--- config.mk ---
export PLATFORM = sky130hd
export DESIGN_NAME = sc_gb_kernel
export DESIGN_NICKNAME = d
export VERILOG_FILES = /design/src/rtl/sc_gb_pkg.sv /design/src/rtl/sc_lfsr.sv /design/src/rtl/sc_gb_kernel.sv
export SDC_FILE = /design/constraint.sdc
export NUM_CORES = 1
export LEC_CHECK = 0
export ABC_CLOCK_PERIOD_IN_PS = 5050
export BUFFER_PORTS_ARGS = -buffer_cell sky130_fd_sc_hd__buf_2
export CORE_MARGIN = 2
export CORE_UTILIZATION = 59
export CTS_BUF_LIST = sky130_fd_sc_hd__clkbuf_8 sky130_fd_sc_hd__clkbuf_16
export DETAILED_ROUTE_END_ITERATION = 12
export GPL_TIMING_DRIVEN = 0
export PLACE_DENSITY = 0.84
export SLEW_MARGIN = 40
export SYNTH_ARGS = -nofsm -noshare
export SYNTH_HDL_FRONTEND = slang
export SYNTH_SLANG_ARGS = --single-unit
--- constraint.sdc ---
create_clock -name clk -period 5.05 [get_ports clk]
set_input_delay 0.505 -clock clk [delete_from_list [all_inputs] [get_ports clk]]
set_output_delay 0.505 -clock clk [all_outputs]
set_load 0.05 [all_outputs]
--- src/rtl/sc_gb_pkg.sv ---
// Shared types and constants for the stochastic 3x3 Gaussian blur kernel:
// FSM states, window index names, select mapping and LFSR tap masks.
package sc_gb_pkg;

  typedef enum logic [1:0] {
    IDLE = 2'd0,
    RUN  = 2'd1,
    DONE = 2'd2
  } state_e;

  // Row-major 3x3 window positions; index 4 is the centre pixel.
  localparam logic [3:0] IDX_NW     = 4'd0;
  localparam logic [3:0] IDX_N      = 4'd1;
  localparam logic [3:0] IDX_NE     = 4'd2;
  localparam logic [3:0] IDX_W      = 4'd3;
  localparam logic [3:0] IDX_CENTRE = 4'd4;
  localparam logic [3:0] IDX_E      = 4'd5;
  localparam logic [3:0] IDX_SW     = 4'd6;
  localparam logic [3:0] IDX_S      = 4'd7;
  localparam logic [3:0] IDX_SE     = 4'd8;

  // Fibonacci tap masks, bit k set for polynomial term x^(k+1).
  localparam logic [7:0]  TAPS_W8  = 8'hB8;    // x^8+x^6+x^5+x^4+1
  localparam logic [11:0] TAPS_W12 = 12'h829;  // x^12+x^6+x^4+x+1
  localparam logic [15:0] TAPS_W16 = 16'hD008; // x^16+x^15+x^13+x^4+1

  function automatic logic [15:0] lfsr_taps(input int w);
    case (w)
      12:      lfsr_taps = {4'h0, TAPS_W12};
      16:      lfsr_taps = TAPS_W16;
      default: lfsr_taps = {8'h00, TAPS_W8};
    endcase
  endfunction

  // 16-way select realising weights 4 (centre), 2 (edges), 1 (corners).
  function automatic logic [3:0] sel_to_idx(input logic [3:0] s);
    case (s)
      4'd0, 4'd1, 4'd2, 4'd3: sel_to_idx = IDX_CENTRE;
      4'd4, 4'd5:             sel_to_idx = IDX_N;
      4'd6, 4'd7:             sel_to_idx = IDX_W;
      4'd8, 4'd9:             sel_to_idx = IDX_E;
      4'd10, 4'd11:           sel_to_idx = IDX_S;
      4'd12:                  sel_to_idx = IDX_NW;
      4'd13:                  sel_to_idx = IDX_NE;
      4'd14:                  sel_to_idx = IDX_SW;
      default:                sel_to_idx = IDX_SE;
    endcase
  endfunction

endpackage

--- src/rtl/sc_lfsr.sv ---
// Fibonacci LFSR used as the select source; a zero seed loads 1 so the
// all-zero lock-up state can never be entered.
module sc_lfsr #(
  parameter int             W    = 8,
  parameter logic [W-1:0]   TAPS = W'(8'hB8)
) (
  input  logic         clk,
  input  logic         rst_n,
  input  logic         load,
  input  logic [W-1:0] seed,
  input  logic         en,
  output logic [W-1:0] q
);

  logic [W-1:0] q_q;
  logic [W-1:0] q_d;

  always_comb begin
    q_d = q_q;
    if (load) begin
      q_d = (seed == '0) ? W'(1) : seed;
    end else if (en) begin
      q_d = {q_q[W-2:0], ^(q_q & TAPS)};
    end
  end

  always_ff @(posedge clk or negedge rst_n) begin
    if (!rst_n) begin
      q_q <= W'(1);
    end else begin
      q_q <= q_d;
    end
  end

  assign q = q_q;

endmodule

--- src/rtl/sc_gb_kernel.sv ---
// Stochastic-computing 3x3 Gaussian blur: per-lane weighted MUX over a bit
// window, counted over 2^LEN_LOG2 beats. Optional SC_GB_STREAM_OUT_EN adds
// the registered selected-bit stream outputs z_bits / z_bits_valid.
module sc_gb_kernel
  import sc_gb_pkg::*;
#(
  parameter  int NCH      = 2,
  parameter  int LEN_LOG2 = 8,
  parameter  int LFSR_W   = 8,
  localparam int CW       = LEN_LOG2 + 1
) (
  input  logic                clk,
  input  logic                rst_n,
  input  logic                start,
  input  logic [LFSR_W-1:0]   seed,
  input  logic                in_valid,
  input  logic [NCH*9-1:0]    x_bits,
  output logic                busy,
  output logic                out_valid,
  input  logic                out_ready,
  output logic [NCH*CW-1:0]   z_count
`ifdef SC_GB_STREAM_OUT_EN
  ,
  output logic [NCH-1:0]      z_bits,
  output logic                z_bits_valid
`endif
);

  localparam logic [LFSR_W-1:0] TAPS = LFSR_W'(lfsr_taps(LFSR_W));

  state_e              state_q;
  logic [LEN_LOG2-1:0] beat_q;
  logic [CW-1:0]       cnt_q [NCH];
  logic [CW-1:0]       cnt_d [NCH];
  logic                busy_q;
  logic                out_valid_q;

  logic [LFSR_W-1:0]   lfsr_q;
  logic                lfsr_unused;
  logic [3:0]          sel_idx;
  logic [NCH-1:0]      sel_bits;
  logic                accept_start;
  logic                beat;
  logic                last_beat;

  assign accept_start = (state_q == IDLE) && start;
  assign beat         = (state_q == RUN) && in_valid;
  assign last_beat    = beat && (beat_q == '1);

  sc_lfsr #(
    .W    (LFSR_W),
    .TAPS (TAPS)
  ) u_lfsr (
    .clk   (clk),
    .rst_n (rst_n),
    .load  (accept_start),
    .seed  (seed),
    .en    (beat),
    .q     (lfsr_q)
  );

  // Only the low nibble drives the select; upper bits just carry the sequence.
  assign lfsr_unused = ^lfsr_q[LFSR_W-1:4];
  assign sel_idx     = sel_to_idx(lfsr_q[3:0]);

  always_comb begin
    for (int n = 0; n < NCH; n++) begin
      sel_bits[n] = x_bits[n*9 + int'(sel_idx)];
      cnt_d[n]    = cnt_q[n] + CW'(sel_bits[n]);
    end
  end

  always_ff @(posedge clk or negedge rst_n) begin
    if (!rst_n) begin
      state_q     <= IDLE;
      beat_q      <= '0;
      busy_q      <= 1'b0;
      out_valid_q <= 1'b0;
      for (int n = 0; n < NCH; n++) cnt_q[n] <= '0;
    end else begin
      case (state_q)
        IDLE: begin
          if (start) begin
            state_q <= RUN;
            busy_q  <= 1'b1;
            beat_q  <= '0;
            for (int n = 0; n < NCH; n++) cnt_q[n] <= '0;
          end
        end
        RUN: begin
          if (in_valid) begin
            beat_q <= beat_q + 1'b1;
            for (int n = 0; n < NCH; n++) cnt_q[n] <= cnt_d[n];
            if (last_beat) begin
              state_q     <= DONE;
              out_valid_q <= 1'b1;
            end
          end
        end
        DONE: begin
          if (out_ready) begin
            state_q     <= IDLE;
            busy_q      <= 1'b0;
            out_valid_q <= 1'b0;
          end
        end
        default: begin
          state_q     <= IDLE;
          busy_q      <= 1'b0;
          out_valid_q <= 1'b0;
        end
      endcase
    end
  end

  assign busy      = busy_q;
  assign out_valid = out_valid_q;

  always_comb begin
    for (int n = 0; n < NCH; n++) z_count[n*CW +: CW] = cnt_q[n];
  end

`ifdef SC_GB_STREAM_OUT_EN
  logic [NCH-1:0] z_bits_q;
  logic           z_bits_valid_q;

  always_ff @(posedge clk or negedge rst_n) begin
    if (!rst_n) begin
      z_bits_q       <= '0;
      z_bits_valid_q <= 1'b0;
    end else begin
      z_bits_valid_q <= beat;
      if (beat) z_bits_q <= sel_bits;
    end
  end

  assign z_bits       = z_bits_q;
  assign z_bits_valid = z_bits_valid_q;
`endif

endmodule
==> flow_metrics.py <==
metrics = {
    "synth": {
        "synthFlopType": "dfrtp_1",
        "synthAdderAreaFrac_pct": 4.22,
        "ys_seq_elements": 38,
        "yosysTopAreaCellShare_pct": 39.0,
        "synthMuxAreaShare_pct": 9.17,
        "synth.most_common_cell": "dfrtp_1",
        "synth_commonest_cells": "dfrtp_1 (37), nand2_1 (27), nor2_1 (23), o21ai_0 (17), mux2i_1 (15)",
        "synth_top_area_cell": "dfrtp_1",
        "synth_cells": 253,
        "yosysUniqueCellTypes": 49,
        "synth_simple_gate_area_share_pct": 22.2,
        "syn_area_sq_um": 2370,
        "yosysWarnings": 0,
        "synth_top_family_by_area": "simple AND/OR/NAND/NOR gates",
        "synth_edf_count": 0,
        "synth.area.top_cells": "dfrtp_1 (39%), mux2i_1 (6.3%), nand2_1 (4.3%)",
        "seq_area_frac_synth_pct": 40.1,
        "synth_compound_area_share_pct": 10.8,
        "async_reset_ff_share_pct": 100,
        "synth_xor_area_share_pct": 8.91,
        "synth.avg_cell_area_sq_um": 9.38,
        "syn-num-nets": 292,
    },
    "grt": {
        "grt_overflow": 0,
        "grt_max_degree": 39,
        "grt_pass1_vias": 1857,
        "grtUsageTotal_pct": 24.8,
        "grt_pass1_wl_microns": 8430,
        "antenna_found_initial": 0,
    },
    "timing": {
        "drv_slew": 0,
        "period_minus_slack_ns": 3.58,
        "hold_viol_final": 0,
        "setup_viol": 0,
        "setup_tns_ns": 0,
        "fin_ws_ns": 1.47,
        "rsz0062_at_grt": "false",
        "clock_skew_ns": 0.0106,
        "worstMarginPinSlew_ns": 0.475,
        "hold_slack_ns": 0.159,
        "maxSlewHeadroom_pct": 68.4,
        "fin_crit_sh_pct": 70.8,
        "max_freq_mhz": 280,
    },
    "finish": {
        "n_fill_cell": 317,
        "fin_area_sq_um": 2780,
        "diodes": 0,
        "area_delta_synth_final_pct": 17.1,
        "final_cells": 361,
        "drive_above_1_share_pct": 24.4,
        "fin_util_pct": 70.5,
        "nets": 349,
    },
    "setup_path": {
        "start_kind": "register",
        "required_ns": 5.23,
        "endpoint_kind": "register",
        "cp_max_fo": 8,
        "worst_ep_arrival_time_ns": 3.76,
        "setup.worst_path.class": "register to register",
    },
    "detailed_routing": {
        "vias": 2032,
        "drtIter0Drc": 108,
        "firstDrtPassIters": 4,
        "vias_per_cell": 5.63,
        "ant_nets": 0,
        "wl_microns": 5020,
        "drc": 0,
        "wl_per_cell_microns": 13.9,
    },
    "floorplanning": {
        "core_region_area_sq_um": 3940,
        "pin_count": 51,
        "die_y_microns": 67.4,
        "initial_utilization_pct": 60.2,
        "rows": 23,
        "die-area_sq_um": 4550,
        "die_w_microns": 67.4,
    },
    "placement": {
        "place_congestion": 0.842,
        "place_area_sq_um": 2690,
        "port_buffers": 50,
        "place_worst_setup_slack_ns": 1.52,
        "dpl.hpwl_microns": 3720,
        "dp_cells": 353,
    },
    "hold_path": {
        "hold_class": "primary input to async pin",
    },
    "job": {
        "maxCapViolations": 0,
    },
    "cts": {
        "cts_buffers": 5,
        "postCtsHoldBufs": 0,
        "cts_buffer_depth": 2,
        "post_cts_buffers": 0,
        "htree_levels": 2,
        "clkLatencyLatePin_ns": 0.30,
        "clk_pin_slew_ns": 0.07,
        "cts_tree": "built",
        "cts-root-buf": "clkbuf_8",
        "clock_sinks": 38,
        "cts.repair.resized": 0,
    },
    "pwr": {
        "power_density_nw_per_um2": 525,
        "leakagePower_nw": 1.31,
        "vdd_drop_max_mv": 0.340,
        "finalPower_mw": 1.46,
    },
    "status": {
        "status": "completed",
    },
}
==> cells by family (layout without fill, tap and decap cells) <==
family / after synthesis / count (layout)
and+or+nand+nor: 102 / 102
AOI/OAI and AO/OA: 43 / 43
DFF: 38 / 38
xor gates and xnor gates: 22 / 22
buffers and inverters: 21 / 79
muxes: 19 / 19
adders and majority gates: 8 / 8
==> per-layer routing <==
layer / global-route usage (%) / share of wire (%) / vias up
met3: 5.83 / 4.8 / 8
met4: 9.18 / 1.5 / 0
met5: 0 / 0 / -
met2: 38.1 / 46 / 54
li1: - / - / 1009
met1: 34.4 / 48 / 961
==> state kept, by name, indices dropped and copies added, names as in the netlist <==
name,cells
beat_q,8
busy,1
out_valid,1
state_q,2
u_lfsr.q,8
z_count,18
==> layout by cell type (no fill, tap or decap), drive strengths merged, types with 3 or more instances in the layout <==
cell and count:
clkbuf 10, nor3 9, buf 61, dfrtp 37, nand2 27, nand3 9
xor2 11, xnor2 11, nor4 3, inv 8, o21ai 17, mux2i 15
nand4 7, nor2b 4, a21oi 11, ha 8, nor2 24
==> final timing paths <==
kind,start,endpoint,slack (ns),cells after the start
max in group asynchronous,rst_n,u_lfsr.q[0],4.53,1
setup / recovery,u_lfsr.q[0],z_count[17],1.47,16
setup reg to reg,u_lfsr.q[0],z_count[17],1.47,16
hold reg to reg,u_lfsr.q[6],u_lfsr.q[6],0.49,2
min in group clk,out_ready,state_q[1],0.41,2
hold / removal,rst_n,beat_q[3],0.16,1
==> critical path, cell delays in order, from the launching register on <==
cell and delay, ns:
dfstp_2 0.53, inv_1 0.06, ha_1 0.40, nor2b_1 0.07
o21ai_0 0.13, o21ai_0 0.11, ha_1 0.20, clkbuf_1 0.18
nor3b_1 0.22, a21oi_1 0.05, or4b_1 0.47, o22ai_1 0.26
ha_1 0.23, nand2_1 0.11, nor3_1 0.23, xnor2_1 0.15
nor2_1 0.05
==> layout make-up <==
cell class	instances	area [sq um]	area share (%)
plain buffers	15	87.6	3.15
well taps	50	62.6	2.25
inverters	6	22.5	0.810
clock buffers	6	82.6	2.97
clock inverters	2	7.51	0.270
multi-input cells	194	1310	47.2
flip-flops and latches	38	952	34.3
repair buffers	50	253	9.09
==> power by group <==
part	internal (mW)	switching (mW)
clock	0.107	0.105
combinational	0.318	0.468
sequential	0.386	0.0735
Note: power is estimated with default switching activity, not from simulation.
